File: src/rtl/core_pkg.sv
// Shared RV32I core definitions: datapath widths, ALU op classes and the
// all-zero control bundle used for bubbles.
package core_pkg;

  localparam int XLEN   = 32;
  localparam int REG_AW = 5;

  localparam logic [1:0] ALU_OP_ADD   = 2'b00;
  localparam logic [1:0] ALU_OP_SUB   = 2'b01;
  localparam logic [1:0] ALU_OP_FUNCT = 2'b10;

  typedef struct packed {
    logic [1:0] alu_op;
    logic       alu_src;
    logic       mem_read;
    logic       mem_write;
    logic       reg_write;
    logic       mem_to_reg;
    logic       branch;
  } ex_ctrl_t;

  localparam ex_ctrl_t BUBBLE_CTRL = '{alu_op: ALU_OP_ADD, default: 1'b0};

endpackage

File: src/rtl/id_ex_bypass_mux.sv
// Per-operand writeback bypass select: returns wb_data when the WB port writes
// the register named by src_addr (never x0), otherwise src_data.
module id_ex_bypass_mux #(
  parameter int XLEN   = 32,
  parameter int REG_AW = 5
) (
  input  logic [REG_AW-1:0] src_addr,
  input  logic [XLEN-1:0]   src_data,
  input  logic              wb_reg_write,
  input  logic [REG_AW-1:0] wb_rd_addr,
  input  logic [XLEN-1:0]   wb_data,
  output logic [XLEN-1:0]   byp_data
);

  logic hit;

  assign hit      = wb_reg_write && (wb_rd_addr != '0) && (wb_rd_addr == src_addr);
  assign byp_data = hit ? wb_data : src_data;

endmodule

File: src/rtl/id_ex_pipe_reg.sv
// ID/EX pipeline register with stall, flush, WB bypass and held-operand refresh.
// Optional load-use bubble insertion when ID_EX_LOAD_USE_DETECT_EN is defined.
module id_ex_pipe_reg
  import core_pkg::*;
#(
  parameter int XLEN   = core_pkg::XLEN,
  parameter int REG_AW = core_pkg::REG_AW
) (
  input  logic              clk,
  input  logic              rst_n,
  input  logic              stall_i,
  input  logic              flush_i,
  input  logic              id_valid,
  input  logic [XLEN-1:0]   id_pc,
  input  logic [XLEN-1:0]   id_rs1_data,
  input  logic [XLEN-1:0]   id_rs2_data,
  input  logic [XLEN-1:0]   id_imm,
  input  logic [REG_AW-1:0] id_rs1_addr,
  input  logic [REG_AW-1:0] id_rs2_addr,
  input  logic [REG_AW-1:0] id_rd_addr,
  input  logic [2:0]        id_funct3,
  input  logic [6:0]        id_funct7,
  input  logic [1:0]        id_alu_op,
  input  logic              id_alu_src,
  input  logic              id_mem_read,
  input  logic              id_mem_write,
  input  logic              id_reg_write,
  input  logic              id_mem_to_reg,
  input  logic              id_branch,
  input  logic              wb_reg_write,
  input  logic [REG_AW-1:0] wb_rd_addr,
  input  logic [XLEN-1:0]   wb_data,
  output logic              ex_valid,
  output logic [XLEN-1:0]   ex_pc,
  output logic [XLEN-1:0]   ex_rs1_data,
  output logic [XLEN-1:0]   ex_rs2_data,
  output logic [XLEN-1:0]   ex_imm,
  output logic [REG_AW-1:0] ex_rs1_addr,
  output logic [REG_AW-1:0] ex_rs2_addr,
  output logic [REG_AW-1:0] ex_rd_addr,
  output logic [2:0]        ex_funct3,
  output logic [6:0]        ex_funct7,
  output logic [1:0]        ex_alu_op,
  output logic              ex_alu_src,
  output logic              ex_mem_read,
  output logic              ex_mem_write,
  output logic              ex_reg_write,
  output logic              ex_mem_to_reg,
  output logic              ex_branch,
  output logic              hazard_stall_o
);

  ex_ctrl_t          id_ctrl, load_ctrl, ex_ctrl_q;
  logic [REG_AW-1:0] rs1_src_addr, rs2_src_addr;
  logic [XLEN-1:0]   rs1_src_data, rs2_src_data;
  logic [XLEN-1:0]   rs1_byp_data, rs2_byp_data;
  logic              load_use_bubble;

  assign id_ctrl = '{alu_op: id_alu_op, alu_src: id_alu_src, mem_read: id_mem_read,
                     mem_write: id_mem_write, reg_write: id_reg_write,
                     mem_to_reg: id_mem_to_reg, branch: id_branch};
  assign load_ctrl = id_valid ? id_ctrl : BUBBLE_CTRL;

  // While stalled the same mux refreshes the held operands against EX's own addresses.
  assign rs1_src_addr = stall_i ? ex_rs1_addr : id_rs1_addr;
  assign rs2_src_addr = stall_i ? ex_rs2_addr : id_rs2_addr;
  assign rs1_src_data = stall_i ? ex_rs1_data : id_rs1_data;
  assign rs2_src_data = stall_i ? ex_rs2_data : id_rs2_data;

  id_ex_bypass_mux #(.XLEN(XLEN), .REG_AW(REG_AW)) u_byp_rs1 (
    .src_addr     (rs1_src_addr),
    .src_data     (rs1_src_data),
    .wb_reg_write (wb_reg_write),
    .wb_rd_addr   (wb_rd_addr),
    .wb_data      (wb_data),
    .byp_data     (rs1_byp_data)
  );

  id_ex_bypass_mux #(.XLEN(XLEN), .REG_AW(REG_AW)) u_byp_rs2 (
    .src_addr     (rs2_src_addr),
    .src_data     (rs2_src_data),
    .wb_reg_write (wb_reg_write),
    .wb_rd_addr   (wb_rd_addr),
    .wb_data      (wb_data),
    .byp_data     (rs2_byp_data)
  );

`ifdef ID_EX_LOAD_USE_DETECT_EN
  assign hazard_stall_o = id_valid & ex_valid & ex_ctrl_q.mem_read & (ex_rd_addr != '0) &
                          ((ex_rd_addr == id_rs1_addr) | (ex_rd_addr == id_rs2_addr));
  assign load_use_bubble = hazard_stall_o;
`else
  assign hazard_stall_o  = 1'b0;
  assign load_use_bubble = 1'b0;
`endif

  always_ff @(posedge clk) begin
    if (!rst_n || flush_i || (load_use_bubble && !stall_i)) begin
      ex_valid    <= 1'b0;
      ex_pc       <= '0;
      ex_rs1_data <= '0;
      ex_rs2_data <= '0;
      ex_imm      <= '0;
      ex_rs1_addr <= '0;
      ex_rs2_addr <= '0;
      ex_rd_addr  <= '0;
      ex_funct3   <= '0;
      ex_funct7   <= '0;
      ex_ctrl_q   <= BUBBLE_CTRL;
    end else if (stall_i) begin
      ex_rs1_data <= rs1_byp_data;
      ex_rs2_data <= rs2_byp_data;
    end else begin
      ex_valid    <= id_valid;
      ex_pc       <= id_pc;
      ex_rs1_data <= rs1_byp_data;
      ex_rs2_data <= rs2_byp_data;
      ex_imm      <= id_imm;
      ex_rs1_addr <= id_rs1_addr;
      ex_rs2_addr <= id_rs2_addr;
      ex_rd_addr  <= id_rd_addr;
      ex_funct3   <= id_funct3;
      ex_funct7   <= id_funct7;
      ex_ctrl_q   <= load_ctrl;
    end
  end

  assign ex_alu_op     = ex_ctrl_q.alu_op;
  assign ex_alu_src    = ex_ctrl_q.alu_src;
  assign ex_mem_read   = ex_ctrl_q.mem_read;
  assign ex_mem_write  = ex_ctrl_q.mem_write;
  assign ex_reg_write  = ex_ctrl_q.reg_write;
  assign ex_mem_to_reg = ex_ctrl_q.mem_to_reg;
  assign ex_branch     = ex_ctrl_q.branch;

endmodule

File: config.mk
export PLATFORM = sky130hd
export DESIGN_NAME = id_ex_pipe_reg
export DESIGN_NICKNAME = d
export VERILOG_FILES = /design/src/rtl/core_pkg.sv /design/src/rtl/id_ex_bypass_mux.sv /design/src/rtl/id_ex_pipe_reg.sv
export SDC_FILE = /design/constraint.sdc
export NUM_CORES = 1
export LEC_CHECK = 0
export ABC_AREA = 0
export BUFFER_PORTS_ARGS = -buffer_cell sky130_fd_sc_hd__buf_2
export CORE_AREA = 2 2 142 144
export CTS_CLUSTER_SIZE = 28
export DETAILED_ROUTE_END_ITERATION = 10
export DIE_AREA = 0 0 144 146
export SYNTH_ARGS = -nofsm -noshare
export SYNTH_HDL_FRONTEND = slang
export SYNTH_SLANG_ARGS = --single-unit
File: constraint.sdc
create_clock -name clk -period 2.2 [get_ports clk]
set_input_delay 0.11 -clock clk [delete_from_list [all_inputs] [get_ports clk]]
set_output_delay 0.11 -clock clk [all_outputs]
set_load 0.05 [all_outputs]
==> results of run 1 <==
[worst reg2reg max path, delay by kind of cell (launching register included)]
kind / cells / cell delay, ns
AOI/OAI and AO/OA: 1 / 0.23
muxes: 1 / 0.26
xor gates and xnor gates: 1 / 0.17
buffers and inverters: 1 / 0.21
DFF: 1 / 0.32
and+or+nand+nor: 2 / 0.50
[layer usage]
| layer | up-vias | GRT usage, % | routed length (um) |
|---|---|---|---|
| met2 | 269 | 35.5 | 11000 |
| met3 | 50 | 6.75 | 1920 |
| li1 | 3105 | - | - |
| met5 | - | 0 | 0 |
| met1 | 3004 | 23.0 | 8930 |
| met4 | 0 | 9.36 | 757 |
[layout make-up]
cell class	count	area, um^2	share of cell area [%]
antenna	1	2.50	0.0241
clock buffer	17	425	4.09
clock inverter	15	195	1.88
multi-input combinational	409	3240	31.2
sequential	162	3240	31.2
tap	265	332	3.19
timing repair buffer	473	2960	28.5
[kinds of logic (layout without fill, tap and decap cells)]
kind of cell / count (synthesis) / in the layout
AOI/OAI and AO/OA: 74 / 74
xor gates and xnor gates: 10 / 10
buffers and inverters: 58 / 505
DFF: 162 / 162
muxes: 153 / 153
other: 1 / 2
and+or+nand+nor: 171 / 171
[synth_stat cells]
library cell    n  area share, %
conb_1          1          0.055
or4_1           1           0.11
dfxtp_1       162             48
buf_2           7           0.52
buf_4           1           0.11
nand4_1         2           0.18
a21oi_1         1          0.074
mux2i_1       152             22
nand2_2         2           0.18
nor2_1         98            5.4
a22oi_1         8           0.89
a211oi_1        4           0.44
a211oi_2       60             11
nand2b_1        1          0.092
clkbuf_1       37            2.0
buf_6          10            1.7
xor2_1         10            1.3
nor3_1         64            4.7
buf_1           3           0.17
nor2b_1         1          0.092
or2_1           2           0.18
mux2i_4         1           0.33
o21a_1          1           0.11
[placed cells by master, fill, tap and decap left out, types with 4 or more instances in the layout]
| master | count |
|---|---|
| inv_8 | 4 |
| buf_12 | 6 |
| clkbuf_16 | 17 |
| buf_4 | 5 |
| dfxtp_1 | 162 |
| a211oi_1 | 4 |
| dlygate4sd3_1 | 97 |
| a211oi_2 | 60 |
| nor2_1 | 98 |
| mux2i_1 | 152 |
| a22oi_1 | 8 |
| nor3_1 | 64 |
| buf_2 | 364 |
| xor2_1 | 10 |
[worst paths after layout]
check / from / to / cells after the start
setup / recovery: id_rs1_addr[2] / ex_rs1_data[31] / 8
hold / removal: wb_data[19] / ex_rs1_data[19] / 3
setup reg to reg: ex_rs1_addr[2] / ex_rs1_data[31] / 6
hold reg to reg: ex_imm[7] / ex_imm[7] / 2
[power groups by stage]
stage	logic [uW]	registers [uW]	clock network, uW
final	1350	3090	3170
after global routing	1430	3100	3340
after CTS	1350	3080	3230
after detailed placement	1210	3150	0
after global placement	1210	3150	0
after floorplan	451	3500	0
[stage by stage]
step | instances | util (%) | setup WS, ns | cell area [um^2]
4_1_cts | 1341 | 53.8 | 0.445 | 10400
6_report | 1342 | 53.8 | 0.393 | 10400
2_1_floorplan | 629 | - | 0.317 | 6780
5_1_grt | 1342 | 53.8 | 0.278 | 10400
3_3_place_gp | 1212 | 45.6 | 0.404 | 8810
3_5_place_dp | 1212 | 45.6 | 0.381 | 8810
==> flow_summary.json, run 1 <==
{
  "status": "complete, no violations",
  "synth_cell_types": 23,
  "path_max_fanout": 28,
  "numCtsBuffers": 17,
  "total_power_uw": 7610,
  "combPwrFrac_pct": 17.8,
  "wirelength_um": 22600,
  "chipHeight_um": 146,
  "max_freq_mhz": 553,
  "powerDensity_mw_per_mm2": 731,
  "detailed_place_hpwl_um": 15200,
  "avgSynthCellArea_um2": 10.8,
  "p_int_uw": 5390,
  "yosys_register_bits": 162,
  "yosys_warnings": 0,
  "pwr-share-seq_pct": 40.5,
  "clk_pin_slew_worst_paths_ns": 0.07,
  "r2r_setup_slack_ns": 0.42,
  "synth_top_family_by_area": "multiplexers",
  "area_growth_pct": 53.4,
  "crit_type": "input port to register",
  "rsz0062_at_grt": "no",
  "rows": 51,
  "tns_ns": 0,
  "setup_violations": 0,
  "die-area_mm2": 0.0210,
  "detail-route-antenna-nets": 0,
  "grt-ovfl-total": 0,
  "syn_area_mm2": 0.00678,
  "layout.nets": 1267,
  "synth_cells": 629,
  "cp.required_ns": 2.53,
  "yosys.area_share.adder_pct": 0,
  "yosysSeqAreaShare_pct": 47.8,
  "synth_mux_area_share_pct": 22.8,
  "startpoint_type": "input port",
  "root_buffer": "clkbuf_16",
  "dr.first_iter.drc_count": 218,
  "drive_above_1_share_pct": 44.1,
  "worst-path-buf-inv": 3,
  "hold_viol": 0,
  "critical_path_arrival_ns": 2.14,
  "clock-sinks": 162,
  "drc": 0,
  "drtPass1Iterations": 4,
  "grt_pass1_wl_um": 34200,
  "synth-xor-area-share_pct": 1.29,
  "n_fill_cell": 1768,
  "grt_antenna_before_repair": 1,
  "fin_skew_ns": 0.0114,
  "slew_viol_final": 0,
  "min_path_type": "input port to register",
  "grt_use_total_pct": 20.6,
  "switching_power_uw": 2220,
  "ctsHoldBuffers": 97,
  "clockPowerShare_pct": 41.7,
  "gp_congestion": 0.784,
  "crit_path_end_kind": "register",
  "cts_setup_buffers": 0,
  "port_buffers": 365,
  "p_leak_uw": 0.00502,
  "syn-num-nets": 833,
  "vias": 6428,
  "ios": 367,
  "grt_start_max_net_pins": 96,
  "initial_core_util_pct": 35.1,
  "cpPeakStageDelay_ns": 0.54,
  "core_mm2": 0.0193,
  "grt_pass1_vias": 6569,
  "vdd_drop_max_uv": 505,
  "synth_compound_area_share_pct": 12.6,
  "clk_path_buf_depth": 2,
  "tightest_slew_ns": 1.14,
  "hold_slack_ns": 0.0390,
  "cts_resized": 0,
  "die_w_um": 144,
  "min_period_ns": 1.81,
  "path_cells": "dlygate4sd3_1, buf_2, mux2i_1, xor2_1, nand4_1, or2_2, buf_12, a211oi_1",
  "swShare_pct": 29.2,
  "insertion_delay_ns": 0.42,
  "min_period_over_period_pct": 82.2,
  "cp_top_family": "buffers and inverters",
  "drt-wirelength-per-cell_um": 16.8,
  "h-tree-depth": 4,
  "max_cap_viol_count": 0,
  "maxSlewHeadroom_pct": 23.9,
  "viasPerCell": 4.79,
  "slowest_stage": "dlygate4sd3_1",
  "yosys.area_share.simple_pct": 11.0,
  "cts_tree": "built"
}
(Power assumes the default switching activity.)
==> run 2: changes to the inputs <==
Settings changed: CORE_AREA 2 2 142 144 to 2 2 144 146, DIE_AREA 0 0 144 146 to 0 0 146 148, PLACE_DENSITY from default to 0.66.
Clock period 2.2 ns to 1.5 ns, I/O delays scaled along.
==> run 2 against run 1 <==
Net effect: the run now ends with setup timing left; sequential power increased by 46%; combinational power rose by 57%; clock-buffer cell count increased by 1; wire length grew 4.4%; final area grew 5.2%; clock power up 38%; worst hold slack got worse by 0.021 ns; critical endpoint is now ex_rs1_data[7]; largest power group is now sequential cells.
==> flow_summary.json, run 2 (synthesis results as in run 1) <==
{
  "status": "finished with violations",
  "failed_checks": "setup timing",
  "area_growth_pct": 61.4,
  "setup_violations": 64,
  "cpPeakStageDelay_ns": 0.35,
  "grt_pass1_wl_um": 36300,
  "die_w_um": 146,
  "path_max_fanout": 8,
  "h-tree-depth": 4,
  "finalWorstSetupSlack_ns": -0.141,
  "cts_tree": "built",
  "dr.first_iter.drc_count": 165,
  "min_path_type": "input port to register",
  "swShare_pct": 29.7,
  "wirelength_um": 23600,
  "detailed_place_hpwl_um": 15000,
  "drtPass1Iterations": 4,
  "hold_viol": 0,
  "pwr-share-seq_pct": 41.1,
  "total_power_uw": 11000,
  "startpoint_type": "register",
  "rsz0062_at_grt": "yes",
  "n_fill_cell": 1786,
  "max_cap_viol_count": 0,
  "path_cells": "mux2i_4, xor2_2, nand4_1, or2_4, clkbuf_16, a211oi_2",
  "clk_path_buf_depth": 2,
  "numCtsBuffers": 17,
  "grt-ovfl-total": 0,
  "final_cell_mix": "364 x buf_2, 152 x dfxtp_1, 144 x mux2i_1",
  "vias": 6528,
  "gp_congestion": 0.763,
  "antenna_cells": 0,
  "drive_above_1_share_pct": 48.4,
  "grt_start_max_net_pins": 86,
  "min_period_ns": 1.64,
  "rows": 52,
  "critical_path_arrival_ns": 1.98,
  "vdd_drop_max_uv": 701,
  "clock-sinks": 162,
  "ios": 367,
  "p_int_uw": 7740,
  "grt_use_total_pct": 21.1,
  "clockPowerShare_pct": 39.7,
  "slew_viol_final": 0,
  "fin_skew_ns": 0.00844,
  "min_period_over_period_pct": 109,
  "p_leak_uw": 0.00524,
  "slowest_stage": "dfxtp_4",
  "core_mm2": 0.0200,
  "switching_power_uw": 3270,
  "viasPerCell": 4.72,
  "drc": 0,
  "dp_cells": 1240,
  "crit_path_end_kind": "register",
  "maxSlewHeadroom_pct": 61.3,
  "grt_pass1_vias": 6751,
  "detail-route-antenna-nets": 0,
  "final_cells": 1382,
  "root_buffer": "clkbuf_16",
  "crit_type": "register to register",
  "combPwrFrac_pct": 19.3,
  "grt_antenna_before_repair": 1,
  "port_buffers": 365,
  "max_freq_mhz": 609,
  "insertion_delay_ns": 0.42,
  "drt-wirelength-per-cell_um": 17.1,
  "layout_commonest_cell": "buf_2",
  "clk_pin_slew_worst_paths_ns": 0.07,
  "initial_core_util_pct": 33.8,
  "chipHeight_um": 148,
  "die-area_mm2": 0.0216,
  "cp.required_ns": 1.84,
  "powerDensity_mw_per_mm2": 1010,
  "tightest_slew_ns": 0.581,
  "layout.nets": 1303
}
-- run 2: repair_timing --
item | 4_1_cts | 5_1_grt
setup endpoints to repair | 64 | 64
hold buffers | 99 | 0
buffers inserted | 6 | 1
pin swaps | 7 | 5
resized for setup | 21 | 8
gates cloned | 3 | 1
hold endpoints to repair | 101 | 0
-- run 2: worst max-delay path: cells and delay by family (launching register included) --
family,cells,cell delay (ns)
flops,1,0.35
buf+inv,1,0.20
simple gates,2,0.46
mux,1,0.19
compound gates,1,0.17
xor+xnor,1,0.18
-- run 2: worst paths after layout --
kind | startpoint | to | slack [ns] | cells after the start
setup / recovery | ex_rs1_addr[3] | ex_rs1_data[7] | -0.14 | 6
hold / removal | wb_data[3] | ex_rs2_data[3] | 0.02 | 3
setup reg to reg | ex_rs1_addr[3] | ex_rs1_data[7] | -0.14 | 6
hold reg to reg | ex_imm[7] | ex_imm[7] | 0.49 | 2
-- run 2: metal layers --
layer / vias to the layer above / global-route usage, % / part of all wire [%]
met5: - / 0 / 0
met4: 0 / 6.60 / 1.8
met3: 30 / 7.10 / 8.0
met2: 271 / 37.8 / 50
met1: 3049 / 23.7 / 41
li1: 3178 / - / -
-- run 2: power by group through the flow --
stage	Combinational, uW	Sequential [uW]	Clock [uW]
4_1_cts	2090	4520	4470
3_3_place_gp	1810	4610	0
5_1_grt	2240	4540	4630
6_report	2120	4520	4370
3_5_place_dp	1830	4620	0
2_1_floorplan	671	5120	0
-- run 2: stage by stage --
stage	TNS, ns	util (%)	hold WS [ns]	area, um^2	setup slack (ns)
finish	-5.70	54.6	0.0177	10900	-0.141
global placement	-12.64	45.2	0.302	9060	-0.218
detailed placement	-14.02	45.2	0.311	9060	-0.256
floorplan	-9.80	-	0.219	6850	-0.161
CTS	-5.93	54.2	0.000518	10900	-0.134
global route	-11.36	54.6	0.00545	10900	-0.222
-- run 2: layout make-up --
| cell class | instances | area (um^2) | share of cell area (%) |
|---|---|---|---|
| clock inverters | 14 | 140 | 1.28 |
| flip-flops and latches | 162 | 3280 | 29.9 |
| multi-input cells | 409 | 3390 | 31.0 |
| clock buffers | 18 | 450 | 4.11 |
| repair buffers | 509 | 3350 | 30.6 |
| well taps | 270 | 338 | 3.09 |
